--- src/rtl/ram_rw_ctrl.sv ---
// ram_rw_ctrl
// ----------------------------------------------------------------------------
// Purpose:
//   Built-in write-then-verify engine for a simple dual-port RAM. On a start
//   pulse it writes every address with a known pattern, reads every address
//   back through a fixed-latency read path, and reports the mismatch count,
//   the first failing address and an overall pass flag.
//
//   Pattern: data(k) = (2**DATA_WIDTH - 1 - k) mod 2**DATA_WIDTH, which is
//   the bitwise inverse of k truncated/extended to DATA_WIDTH.
//
// Parameters:
//   ADDR_WIDTH  RAM address width, depth = 2**ADDR_WIDTH
//   DATA_WIDTH  RAM data width
//   RD_LATENCY  edges from ram_rd_addr launch to valid ram_rd_data (1..4)
//
// Ports:
//   sys_clk         in   sole clock, rising edge
//   rst_n           in   synchronous active-low reset
//   start           in   single-cycle request for one pass (ignored while busy)
//   busy            out  pass in progress
//   done            out  level, pass finished (cleared by next start/reset)
//   pass            out  valid while done; 1 = no mismatch
//   err_cnt         out  saturating mismatch count for the current pass
//   first_err_addr  out  address of first mismatch (0 if none)
//   ram_wr_en       out  RAM write enable
//   ram_wr_addr     out  RAM write address
//   ram_wr_data     out  RAM write data
//   ram_rd_addr     out  RAM read address
//   ram_rd_data     in   RAM read data, RD_LATENCY edges after its address
//   dbg_state       out  current FSM state encoding (IDLE=0 .. DONE=4)
//
// Handshake:
//   start is a request pulse with no ready; it is accepted only in IDLE or
//   DONE and when rst_n=1. busy=1 from the accepting edge until done rises.
// ----------------------------------------------------------------------------
module ram_rw_ctrl #(
  parameter int ADDR_WIDTH = 6,
  parameter int DATA_WIDTH = 8,
  parameter int RD_LATENCY = 2
) (
  input  logic                  sys_clk,
  input  logic                  rst_n,
  input  logic                  start,
  output logic                  busy,
  output logic                  done,
  output logic                  pass,
  output logic [7:0]            err_cnt,
  output logic [ADDR_WIDTH-1:0] first_err_addr,
  output logic                  ram_wr_en,
  output logic [ADDR_WIDTH-1:0] ram_wr_addr,
  output logic [DATA_WIDTH-1:0] ram_wr_data,
  output logic [ADDR_WIDTH-1:0] ram_rd_addr,
  input  logic [DATA_WIDTH-1:0] ram_rd_data,
  output logic [2:0]            dbg_state
);

  typedef enum logic [2:0] {
    IDLE  = 3'd0,
    WRITE = 3'd1,
    READ  = 3'd2,
    FLUSH = 3'd3,
    DONE  = 3'd4
  } state_e;

  state_e                state;

  // Address currently driven on the active RAM port; wraps at all-ones.
  logic [ADDR_WIDTH-1:0] addr_cnt;
  logic [ADDR_WIDTH-1:0] addr_nxt;
  logic                  addr_last;

  // High in the cycle a read address is on ram_rd_addr, i.e. the launch
  // register that feeds the delay pipeline.
  logic                  rd_launch_vld;

  // Delay pipeline: stage RD_LATENCY-1 lines up with ram_rd_data.
  logic                  pipe_vld  [RD_LATENCY];
  logic [ADDR_WIDTH-1:0] pipe_addr [RD_LATENCY];

  logic [2:0]            flush_cnt;

  logic                  cmp_fire;
  logic                  cmp_miss;

  function automatic logic [DATA_WIDTH-1:0] pattern(input logic [ADDR_WIDTH-1:0] a);
    return ~DATA_WIDTH'(a);
  endfunction

  assign addr_nxt  = addr_cnt + 1'b1;
  assign addr_last = (addr_cnt == '1);
  assign dbg_state = state;

  assign cmp_fire = pipe_vld[RD_LATENCY-1];
  assign cmp_miss = cmp_fire && (ram_rd_data != pattern(pipe_addr[RD_LATENCY-1]));

  always_ff @(posedge sys_clk) begin
    if (!rst_n) begin
      state          <= IDLE;
      addr_cnt       <= '0;
      rd_launch_vld  <= 1'b0;
      flush_cnt      <= '0;
      busy           <= 1'b0;
      done           <= 1'b0;
      pass           <= 1'b0;
      err_cnt        <= '0;
      first_err_addr <= '0;
      ram_wr_en      <= 1'b0;
      ram_wr_addr    <= '0;
      ram_wr_data    <= '0;
      ram_rd_addr    <= '0;
      for (int i = 0; i < RD_LATENCY; i++) begin
        pipe_vld[i]  <= 1'b0;
        pipe_addr[i] <= '0;
      end
    end else begin
      // Read tracking pipeline: shifts every cycle, fed by the launch register.
      pipe_vld[0]  <= rd_launch_vld;
      pipe_addr[0] <= ram_rd_addr;
      for (int i = 1; i < RD_LATENCY; i++) begin
        pipe_vld[i]  <= pipe_vld[i-1];
        pipe_addr[i] <= pipe_addr[i-1];
      end

      // Compare when a tracked read leaves the pipeline. first_err_addr is
      // captured only while the count is still zero (first mismatch).
      if (cmp_miss) begin
        if (err_cnt != 8'hFF) begin
          err_cnt <= err_cnt + 8'd1;
        end
        if (err_cnt == 8'd0) begin
          first_err_addr <= pipe_addr[RD_LATENCY-1];
        end
      end

      case (state)
        IDLE, DONE: begin
          if (start) begin
            // The pipeline is empty here, so clearing the result registers
            // cannot collide with a compare update.
            state          <= WRITE;
            busy           <= 1'b1;
            done           <= 1'b0;
            pass           <= 1'b0;
            err_cnt        <= '0;
            first_err_addr <= '0;
            addr_cnt       <= '0;
            ram_wr_en      <= 1'b1;
            ram_wr_addr    <= '0;
            ram_wr_data    <= pattern('0);
          end
        end

        WRITE: begin
          if (addr_last) begin
            state         <= READ;
            addr_cnt      <= '0;
            ram_wr_en     <= 1'b0;
            ram_wr_addr   <= '0;
            ram_wr_data   <= '0;
            ram_rd_addr   <= '0;
            rd_launch_vld <= 1'b1;
          end else begin
            addr_cnt    <= addr_nxt;
            ram_wr_addr <= addr_nxt;
            ram_wr_data <= pattern(addr_nxt);
          end
        end

        READ: begin
          if (addr_last) begin
            state         <= FLUSH;
            addr_cnt      <= '0;
            ram_rd_addr   <= '0;
            rd_launch_vld <= 1'b0;
            flush_cnt     <= '0;
          end else begin
            addr_cnt    <= addr_nxt;
            ram_rd_addr <= addr_nxt;
          end
        end

        FLUSH: begin
          // The last read is compared on the edge where flush_cnt becomes
          // RD_LATENCY; DONE follows one edge later so pass sees the final
          // err_cnt value.
          if (flush_cnt == 3'(RD_LATENCY)) begin
            state <= DONE;
            busy  <= 1'b0;
            done  <= 1'b1;
            pass  <= (err_cnt == 8'd0);
          end else begin
            flush_cnt <= flush_cnt + 3'd1;
          end
        end

        default: begin
          state <= IDLE;
        end
      endcase
    end
  end

endmodule

--- config.mk ---
export PLATFORM = sky130hd
export DESIGN_NAME = ram_rw_ctrl
export DESIGN_NICKNAME = d
export VERILOG_FILES = /design/src/rtl/ram_rw_ctrl.sv
export SDC_FILE = /design/constraint.sdc
export NUM_CORES = 1
export LEC_CHECK = 0
export BUFFER_PORTS_ARGS = -buffer_cell sky130_fd_sc_hd__buf_2
export CORE_AREA = 3 3 74 76
export DETAILED_ROUTE_END_ITERATION = 12
export DIE_AREA = 0 0 77 79
export PLACE_DENSITY = 0.74
export SYNTH_ARGS = -nofsm -noshare
export SYNTH_HDL_FRONTEND = slang
export SYNTH_SLANG_ARGS = --single-unit
--- constraint.sdc ---
create_clock -name sys_clk -period 2.5 [get_ports sys_clk]
set_input_delay 0.5 -clock sys_clk [delete_from_list [all_inputs] [get_ports sys_clk]]
set_output_delay 0.5 -clock sys_clk [all_outputs]
set_load 0.005 [all_outputs]
==> metrics.md, run 1 <==
| Metric | Value |
|---|---|
| Worst vdd ir | 0.384 mV |
| CTS tree | done |
| CP required | between 2000 and 3000 ps |
| Critical Path AT | between 2000 and 2500 ps |
| HPWL Detailed | 3970 microns |
| Chip Width | 77 microns |
| RePlAce Congestion | 0.857 |
| Distinct cells, synth | 48 |
| Slew HR | a little under three fifths |
| Place WS | 474 ps |
| Final hold viol count | 0 |
| Die Y | 79 microns |
| Number of hold buffers added after cts | 0 |
| Top_reg_cell synth | dfxtp_1 |
| Final layout net count | around 360 |
| DR DRC count | 0 |
| Share of cells above drive strength 1 | 21.6% |
| Final min period | slightly below 2000 ps |
| Sequential Power Share | ~49% |
| Clk pin slew, worst setup/hold paths | 70 ps |
| I/O Buffers | just over 50 |
| Status | finished, final reports clean |
| Mean area per synthesized cell | between 9 and 10 sq um |
| Post-Syn Area | 2680 sq um |
| Final instance area | 3210 sq um |
| Cts bufs inserted | 9 |
| Fill cells | about 400 |
| Core area | 4790 sq um |
| Routed vias | roughly 2200 |
| # setup viols final | 0 |
| Pwr dens | 669 nW/um^2 |
| Worst Tran Pin Value | 642 ps |
| Path type of the worst setup path | reg -> reg |
| Syn_nets | about 310 |
| Final non-filler cell total | 419 |
| Seq/Total Area, Yosys | ~48% |
| Power Internal | roughly 1.7 mW |
| Largest net degree at the start of global routing | 32 |
| Crit start category | flop |
| Combinational Power Share | 5.8% |
| Global Route Usage Sum | between 10% and 20% |
| Remaining global-route overflow | 0 |
| Setup TNS | 0 ps |
| Area growth syn-to-layout | 19.6% |
| Total wire length | ~5500 microns |
| Initial DRC count | 90 |
| Tcrit/Tclk final | about four fifths |
| First-pass GRT wire length | 9430 microns |
| Top Ports | 52 |
| Sinks on the clock net | 64 |
| Hold/Removal Path Class | reg -> reg |
| Maximum buffer depth of the clock tree | 2 |
| Largest area contributor in the netlist | dfxtp_1 |
| EDFF count, synth | 0 |
| Setup ws final | 525 ps |
| Yosys warning count | 0 |
| Synth area leaders | dfxtp_1 (48%), nor2_1 (3.8%), a21oi_1 (3.7%) |
| DR vias/cell | 5.29 |
| Clock power share | 45.1% |
| Setup crit end kind | flop |
| Fmax achieved | 0.506 GHz |
| RSZ-0062 raised after global routing | no |
| Clock Tree Root | clkbuf_8 |
| N_diodes | 0 |
| Synthesized netlist cell count | 296 |
| # Max-Cap Violations | 0 |
| Placed instance area | 2990 sq um |
| Final slew viol count | 0 |
| Clock Skew | 8.77 ps |
| Vias in the first global route | 2069 |
| Leak | 1.46 nW |
| Depth of the CTS H-tree | 3 |
| # placed instances | 403 |
| Share of the core filled with cells | approximately 67% |
| Net Switching | 0.468 mW |
| Seq cells post-synth | 64 |
| Per-cell routed wire length | 13.2 microns |
| Antenna violations before repair | 0 |
| Clock latency on the worst-skew pair | 330 ps |
| Row cnt | 25 |
| Antenna viol nets, final | 0 |
| Initial Utilization | 56.1% |
| Async SR Flop Fraction | 0% |
| Critical-path maximum fanout | 12 |
| Post-synth top area share | 47.7% |
| Die area | 6080 sq um |
| Sw Share | 21.8% |
| Drt pass-1 iters | 4 |
| Setup bufs post-CTS | 0 |
| Cts repair resizes | 0 |
==> metrics by stage <==
step                total power [mW]  hold slack (ps)
floorplan                       1.15              412
global placement                1.20              413
detailed placement              1.20              419
CTS                             2.16              431
global route                    2.23              444
finish                          2.15              431
==> placed cells by master (no fill, tap or decap), types with 4 or more instances in the layout <==
cell      instances
xor2_1            6
a21boi_0          4
mux2i_1           8
o21ai_0          13
nand2b_1          4
xnor2_1           7
nor2_1           27
nand3_1          13
nor3_1            5
nand2_1          21
nor2b_1          15
inv_1            13
ha_1              5
a31oi_1           4
and3_1            6
and2_1           11
a21oi_1          20
o22ai_1           5
dfxtp_1          64
buf_2            51
clkbuf_8         10
==> worst paths after layout <==
path | startpoint | endpoint | slack [ps] | cells past startpoint
max | addr_cnt[0] | ram_rd_addr[5] | 520 | 5
min | pipe_addr[0][2] | pipe_addr[0][8] | 430 | 1
max reg2reg | addr_cnt[0] | ram_rd_addr[5] | 520 | 5
min reg2reg | pipe_addr[0][2] | pipe_addr[0][8] | 430 | 1
==> Yosys cell counts, drive strengths merged (4+ instances only) <==
master,number
a21boi,4
nor2,27
nand2,21
o22ai,5
nand3,13
and2,11
nor2b,15
mux2i,8
a21oi,20
nor3,5
inv,13
nand2b,4
xor2,6
a31oi,4
clkbuf,12
dfxtp,64
o21ai,14
ha,5
xnor2,7
and3,6
==> worst max-delay path, stage by stage (launching register included) <==
cell	delay [ps]
dfxtp_1	490
ha_1	330
and3_1	470
a21oi_1	130
nor2_1	270
o22ai_1	140
==> power by group through the flow <==
stage               Clock, mW  Sequential [mW]  Combinational [mW]
floorplan                   0             1.08              0.0771
finish                  0.967             1.05               0.125
detailed placement          0             1.08               0.126
global placement            0             1.08               0.124
global route             1.03             1.06               0.140
CTS                     0.984             1.05               0.126
==> kinds of logic (layout without fill, tap and decap cells) <==
family          after synthesis  count (layout)  share of synthesized area [%]
simple gates                113             113                           22.2
compound gates               66              66                           16.5
flops                        64              64                           47.7
buf+inv                      27              83                           3.96
xor+xnor                     13              13                           4.24
mux                           8               8                           2.98
fa+ha+maj                     5               5                           2.33
==> metal layers <==
layer	track usage [%]	routed length [microns]	up-vias
li1	-	-	1123
met3	5.10	259	12
met1	24.0	2650	1023
met5	0	0	-
met4	8.90	89	0
met2	31.4	2520	58
==> registers in the layout, indices dropped and copies added (netlist names), 3 cells and up <==
signal          count
pipe_addr          12
err_cnt             8
ram_wr_data         7
addr_cnt            6
first_err_addr      6
ram_rd_addr         6
ram_wr_addr         6
dbg_state           3
flush_cnt           3
==> final cells by class <==
cell class	instances	area (sq um)	area share [%]
clock inverters	5	80.1	2.50
repair buffers	54	278	8.65
flip-flops and latches	64	1280	39.9
clock buffers	11	141	4.41
inverters	13	48.8	1.52
well taps	67	83.8	2.61
multi-input cells	205	1300	40.4
Power figures use the tool's default switching activity.
==> run 2, diff against run 1 <==
==> config.mk (replaced) <==
export PLATFORM = sky130hd
export DESIGN_NAME = ram_rw_ctrl
export DESIGN_NICKNAME = d
export VERILOG_FILES = /design/src/rtl/ram_rw_ctrl.sv
export SDC_FILE = /design/constraint.sdc
export NUM_CORES = 1
export LEC_CHECK = 0
export ABC_AREA = 1
export BUFFER_PORTS_ARGS = -buffer_cell sky130_fd_sc_hd__buf_2
export CORE_AREA = 3 3 81 83
export DETAILED_ROUTE_END_ITERATION = 12
export DIE_AREA = 0 0 84 86
export PLACE_DENSITY = 0.7
export SYNTH_ARGS = -nofsm -noshare
export SYNTH_HDL_FRONTEND = slang
export SYNTH_SLANG_ARGS = --single-unit
==> constraint.sdc (replaced) <==
create_clock -name sys_clk -period 1.66 [get_ports sys_clk]
set_input_delay 0.332 -clock sys_clk [delete_from_list [all_inputs] [get_ports sys_clk]]
set_output_delay 0.332 -clock sys_clk [all_outputs]
set_load 0.005 [all_outputs]
==> metrics.md, run 2 <==
| Metric | Value |
|---|---|
| Post-Synth Adder-Cell Area | 2.13% (-0.20 points) |
| Core area | 5920 sq um (+24%) |
| Synthesized netlist cell count | 407 (+38%) |
| Hold path depth | 3 (+2) |
| Critical-path cell list | ha_1, nand2_1, nor2_2, nand3_2, clkinv_4, nand2_4, nand2_2, nand3_1, nand2_1, nor2_1 |
| Total wire length | 6240 microns (+13%) |
| R2r worst-path depth | 10 (+5) |
| Synth area leaders | dfxtp_1 (44%), nand2_1 (14%), inv_1 (8.0%) |
| Seq. cell area | 1280 sq um (about the same) |
| Leak | 1.74 nW (+19%) |
| Top_reg_cell synth | dfxtp_1 |
| Count leader, synth | nand2_1 |
| Area growth syn-to-layout | 18.0% |
| DR DRC count | 0 (unchanged) |
| Multi-input gate area | 1330 sq um (+2.3%) |
| Worst Tran Pin Value | 367 ps (-275 ps) |
| Fill cells | 596 (+46%) |
| Share of cells above drive strength 1 | 21.9% (+0.32 points) |
| HPWL Detailed | 4590 microns (+16%) |
| Max reg flops | 12 (unchanged) |
| N_diodes | 0 (unchanged) |
| Chip Width | 84 microns (+9.1%) |
| Syn_nets | 423 (+36%) |
| XOR/XNOR Fraction of Synth Area | 1.49% (-2.8 points) |
| Distinct cells, synth | 36 (-25%) |
| Critical-path maximum fanout | 7 (-5) |
| Final layout net count | 481 (+33%) |
| Async SR Flop Fraction | 0% (unchanged) |
| Die Y | 86 microns (+8.9%) |
| Worst vdd ir | 0.715 mV (+86%) |
| Hold/Removal Path Class | in -> reg |
| First-pass GRT wire length | 10600 microns (+13%) |
| Status | finished, final reports clean |
| CP required | 1880 ps (-820 ps) |
| Die area | 7220 sq um (+19%) |
| Sinks on the clock net | 64 (unchanged) |
| Crit start category | flop |
| Final min period | 1510 ps (-465 ps) |
| Seq/Total Area, Yosys | 43.6% (-4.2 points) |
| Largest reg by FF count | pipe_addr |
| Setup crit end kind | flop |
| Biggest registers after layout | pipe_addr x12, err_cnt x8, ram_wr_data x7 |
| Maximum buffer depth of the clock tree | 2 (unchanged) |
| Setup TNS | 0 ps (unchanged) |
| Final total power | 3.29 mW (+53%) |
| Routed vias | 2653 (+20%) |
| Post-synth top cells | nand2_1 (109), dfxtp_1 (64), inv_1 (63) |
| RSZ-0062 raised after global routing | no |
| EDFF count, synth | 0 (unchanged) |
| Clock Tree Root | clkbuf_8 |
| Antenna viol nets, final | 0 (unchanged) |
| Initial Utilization | 49.7% (-6.4 points) |
| Cts bufs inserted | 9 (unchanged) |
| Most common cell after layout, fill and taps aside | nand2_1 |
| CP max stage delay | 390 ps (-100 ps) |
| Largest net degree at the start of global routing | 22 (-31%) |
| I/O Buffers | 51 (unchanged) |
| CTS tree | done |
| Cell repeated most along the worst path | nand2_1 |
| Antenna violations before repair | 0 (unchanged) |
| Setup bufs post-CTS | 0 (unchanged) |
| Most frequent cells in the layout | nand2_1 (109), inv_1 (63), dfxtp_1 (63), buf_2 (51), nor2_1 (35) |
| Compound-Gate Fraction of Synth Area | 9.66% (-6.8 points) |
| Place WS | 133 ps (-341 ps) |
| Remaining global-route overflow | 0 (unchanged) |
| Top Ports | 52 (unchanged) |
| Largest area contributor in the netlist | dfxtp_1 |
| RePlAce Congestion | 0.862 (+0.61%) |
| Path type of the worst setup path | reg -> reg |
| Tcrit/Tclk final | 91.0% (+12 points) |
| DR vias/cell | 4.87 (-8.0%) |
| Number of hold buffers added after cts | 0 (unchanged) |
| Cts repair resizes | 0 (unchanged) |
| Setup ws final | 150 ps (-375 ps) |
| # setup viols final | 0 (unchanged) |
| Initial DRC count | 95 (+5.6%) |
| Yosys warning count | 0 (unchanged) |
| Pwr dens | 948 nW/um^2 (+42%) |
| Final hold viol count | 0 (unchanged) |
| Depth of the CTS H-tree | 3 (unchanged) |
| Global Route Usage Sum | 18.2% (-1.1 points) |
| Largest family of logic cells by synthesized area | simple AND/OR/NAND/NOR gates |
| Mean area per synthesized cell | 7.22 sq um (-20%) |
| # Max-Cap Violations | 0 (unchanged) |
| Crit-path slowest cell | dfxtp_1 |
| Vias in the first global route | 2403 (+16%) |
| Fmax achieved | 0.662 GHz (+31%) |
| Multiplexer share of the synthesized area | 0% (-3.0 points) |
| Clock Skew | 8.50 ps (-0.269 ps) |
| Clock latency on the worst-skew pair | 330 ps (about the same) |
| Slew HR | 75.3% (+18 points) |
| Drt pass-1 iters | 4 (unchanged) |
| Clk pin slew, worst setup/hold paths | 70 ps (about the same) |
| Row cnt | 28 (+12%) |
| Post-Syn Area | 2940 sq um (+9.6%) |
| Seq cells post-synth | 64 (unchanged) |
| Simple-gate share of the synthesized area | 31.8% (+9.6 points) |
| Per-cell routed wire length | 11.5 microns (-13%) |
| Final slew viol count | 0 (unchanged) |
| Post-synth top area share | 43.6% (-4.2 points) |
| Critical Path AT | 1730 ps (-440 ps) |
## run 2: changes by cell type in the layout (fill, tap and decap cells not counted), sizes merged, moves of 6 or more
cell / delta
nand4: +10
clkinv: +6
a21oi: +15
nand3: +14
and2: -11
mux2i: -8
o21ai: -6
nor2: +13
xnor2: -6
nand2: +98
and3: -6
inv: +57
nor2b: -15
## run 2: stage by stage
stage	instance area [sq um]	utilization (%)	std cells	hold WS [ps]
after floorplan	2940	-	407	390
after global placement	3270	55.3	529	393
after detailed placement	3270	55.3	529	397
after CTS	3470	58.6	545	346
after global routing	3470	58.6	545	379
final	3470	58.6	545	351
## run 2: area by class of cell
type / count / share of cell area, %
clock buffer: 10 / 3.97
clock inverter: 6 / 1.69
inverter: 72 / 8.01
multi-input combinational: 262 / 38.2
sequential: 64 / 37.0
tap: 75 / 2.70
timing repair buffer: 56 / 8.44
## run 2: worst paths after layout
path,startpoint,to,slack (ps)
max,addr_cnt[1],flush_cnt[2],150
min,rst_n,addr_cnt[3],350
max reg2reg,addr_cnt[1],flush_cnt[2],150
min reg2reg,pipe_vld[0][0],pipe_vld[0][1],410
## run 2: cell families (layout without fill, tap and decap cells)
group | count (synthesis) | in the layout
buffers and inverters | 81 | 144
AOI/OAI and AO/OA | 51 | 51
xor gates and xnor gates | 5 | 5
DFF | 64 | 64
adders and majority gates | 5 | 5
and+or+nand+nor | 201 | 201
## run 2: routing by layer
layer	share of wire, %	global-route usage [%]	vias up	routed length, microns
met2	46	29.3	78	2900
li1	-	-	1387	-
met1	47	23.1	1180	2930
met4	1.5	7.89	0	91
met3	5.2	4.80	8	326
met5	0	0	-	0
## run 2: worst max-delay path: cells and delay by family (launching register included)
kind,cells,cell delay (ps)
AND/OR/NAND/NOR,8,670
flip-flops,1,390
adder cells (fa/ha/maj),1,210
buffers and inverters,1,120
## run 2: report_power, final
| part | internal [mW] | switching [mW] | total (mW) |
|---|---|---|---|
| clock network | 0.726 | 0.596 | 1.32 |
| registers | 1.58 | 0.0342 | 1.62 |
| logic | 0.125 | 0.227 | 0.352 |
| total | 2.43 | 0.857 | 3.29 |
==> run 3, diff against run 2 <==
--- a/config.mk
+++ b/config.mk
@@ -10,7 +10,7 @@
 export CORE_AREA = 3 3 81 83
 export DETAILED_ROUTE_END_ITERATION = 12
 export DIE_AREA = 0 0 84 86
-export PLACE_DENSITY = 0.7
+export PLACE_DENSITY_LB_ADDON = 0.12
 export SYNTH_ARGS = -nofsm -noshare
 export SYNTH_HDL_FRONTEND = slang
 export SYNTH_SLANG_ARGS = --single-unit
==> metrics.md, run 3 (synthesis gave the netlist of run 2 again) <==
| Metric | Value |
|---|---|
| Setup crit end kind | flop |
| Per-cell routed wire length | 11.4 microns (-0.61%) |
| Final min period | 1550 ps (+39.7 ps) |
| Clock Skew | 5.53 ps (-2.97 ps) |
| Initial Utilization | 49.7% (unchanged) |
| Clock power share | 43.7% (+3.5 points) |
| Sw Share | 25.7% (-0.35 points) |
| Vias in the first global route | 2304 (-4.1%) |
| Drt pass-1 iters | 4 (unchanged) |
| Buf/Inv on CP | 1 (unchanged) |
| Largest net degree at the start of global routing | 18 (-18%) |
| # Max-Cap Violations | 0 (unchanged) |
| Sequential Power Share | 46.2% (-2.9 points) |
| Path type of the worst setup path | reg -> reg |
| N_diodes | 0 (unchanged) |
| Final layout net count | 481 (unchanged) |
| Crit-path slowest cell | dfxtp_1 |
| Number of hold buffers added after cts | 0 (unchanged) |
| Worst Tran Pin Value | 355 ps (-12.8 ps) |
| Crit path max-delay family | simple AND/OR/NAND/NOR gates |
| Depth of the CTS H-tree | 3 (unchanged) |
| Remaining global-route overflow | 0 (unchanged) |
| Cts bufs inserted | 9 (unchanged) |
| CTS tree | done |
| RePlAce Congestion | 0.912 (+5.7%) |
| Die area | 7220 sq um (unchanged) |
| Cell repeated most along the worst path | nand2_1 |
| Initial DRC count | 117 (+23%) |
| GR Util met3 | 5.96% (+1.2 points) |
| Max reg flops | 12 (unchanged) |
| Top Ports | 52 (unchanged) |
| DR DRC count | 0 (unchanged) |
| Setup TNS | 0 ps (unchanged) |
| GRT Max-Usage Layer | met2 |
| Antenna viol nets, final | 0 (unchanged) |
| Combinational Power Share | 10.1% (-0.6 points) |
| Setup bufs post-CTS | 0 (unchanged) |
| Power Internal | 2.60 mW (+6.7%) |
| Critical Path AT | 1780 ps (+50 ps) |
| Critical-path maximum fanout | 7 (unchanged) |
| Clk pin slew, worst setup/hold paths | 80 ps (about the same) |
| Worst vdd ir | 0.547 mV (-24%) |
| DR vias/cell | 4.86 (-0.26%) |
| Final slew viol count | 0 (unchanged) |
| I/O Buffers | 51 (unchanged) |
| Share of the core filled with cells | 59.2% (+0.57 points) |
| Critical-path cell list | ha_1, nand2_1, nor2_2, nand3_2, clkinv_4, nand2_4, nand2_2, nand3_1, nand2_1, nor2_1 |
| Final hold viol count | 0 (unchanged) |
| Most frequent cells in the layout | nand2_1 (109), inv_1 (63), dfxtp_1 (63), buf_2 (51), nor2_1 (35) |
| Core area | 5920 sq um (unchanged) |
| Global Route Usage Sum | 17.6% (-0.57 points) |
| Pwr dens | 998 nW/um^2 (+5.2%) |
| Total wire length | 6210 microns (-0.61%) |
| Sinks on the clock net | 64 (unchanged) |
| CP max stage delay | 390 ps (about the same) |
| Largest reg by FF count | pipe_addr |
| Most common cell after layout, fill and taps aside | nand2_1 |
| First-pass GRT wire length | 10300 microns (-3.1%) |
| Crit start category | flop |
| Slew HR | 76.2% (+0.86 points) |
| Status | finished, final reports clean |
| Chip Width | 84 microns (unchanged) |
| CP required | 1890 ps (about the same) |
| Area growth syn-to-layout | 19.1% |
| Clock latency on the worst-skew pair | 340 ps (about the same) |
| Tcrit/Tclk final | 93.4% (+2.4 points) |
| Cts repair resizes | 0 (unchanged) |
| Met1 track demand over resource | 22.1% (-1.0 points) |
| HPWL Detailed | 4540 microns (-0.98%) |
| Antenna violations before repair | 0 (unchanged) |
| Routed vias | 2646 (-0.26%) |
| Net Switching | 0.898 mW (+4.8%) |
| Fmax achieved | 0.645 GHz (-2.6%) |
| Leak | 1.74 nW (+0.17%) |
| Row cnt | 28 (unchanged) |
| Die Y | 86 microns (unchanged) |
| Clock Tree Root | clkbuf_8 |
| Biggest registers after layout | pipe_addr x12, err_cnt x8, ram_wr_data x7 |
| # setup viols final | 0 (unchanged) |
| Maximum buffer depth of the clock tree | 2 (unchanged) |
| Final total power | 3.50 mW (+6.2%) |
| Hold/Removal Path Class | in -> reg |
| RSZ-0062 raised after global routing | no |
| Global-route track usage on met2 | 27.9% (-1.4 points) |
| Share of cells above drive strength 1 | 21.9% (unchanged) |
## run 3: metal layers
layer / routed length, microns / part of all wire (%)
met5: 0 / 0
met2: 2900 / 47
met3: 355 / 5.7
met1: 2830 / 46
met4: 120 / 1.9
## run 3: metrics by stage
step	hold WS [ps]	instance area, sq um	worst slack (ps)	instances
2_1_floorplan	390	2940	311	407
3_3_place_gp	394	3270	156	529
3_5_place_dp	398	3270	111	529
4_1_cts	299	3500	84.8	545
5_1_grt	327	3500	15.8	545
6_report	315	3500	110	545
## run 3: worst reg2reg max path, cell delays in order, from the launching register on
cell and delay, ps:
dfxtp_1 390, ha_1 200, nand2_1 80, nor2_2 150, nand3_2 150, clkinv_4 130
nand2_4 70, nand2_2 90, nand3_1 80, nand2_1 70, nor2_1 40
## run 3: power groups by stage
stage               Clock, mW  Sequential [mW]  Combinational, mW
CTS                      1.56             1.61              0.354
finish                   1.53             1.61              0.352
global route             1.63             1.62              0.391
detailed placement          0             1.65              0.352
floorplan                   0             1.65              0.248
global placement            0             1.65              0.351
## run 3: path summary, 6_finish.rpt
path,start,end,slack [ps],cells after the start
max,addr_cnt[1],flush_cnt[2],110,10
min reg2reg,pipe_addr[0][0],pipe_addr[0][6],410,2
min,rst_n,pipe_addr[0][7],320,3
max reg2reg,addr_cnt[1],flush_cnt[2],110,10
## run 3: cell type report
| cell class | count | area (sq um) |
|---|---|---|
| well taps | 75 | 93.8 |
| clock buffers | 10 | 138 |
| inverters | 72 | 278 |
| clock inverters | 6 | 92.6 |
| fillers | 574 | 2420 |
| multi-input cells | 262 | 1330 |
| repair buffers | 56 | 293 |
| flip-flops and latches | 64 | 1280 |
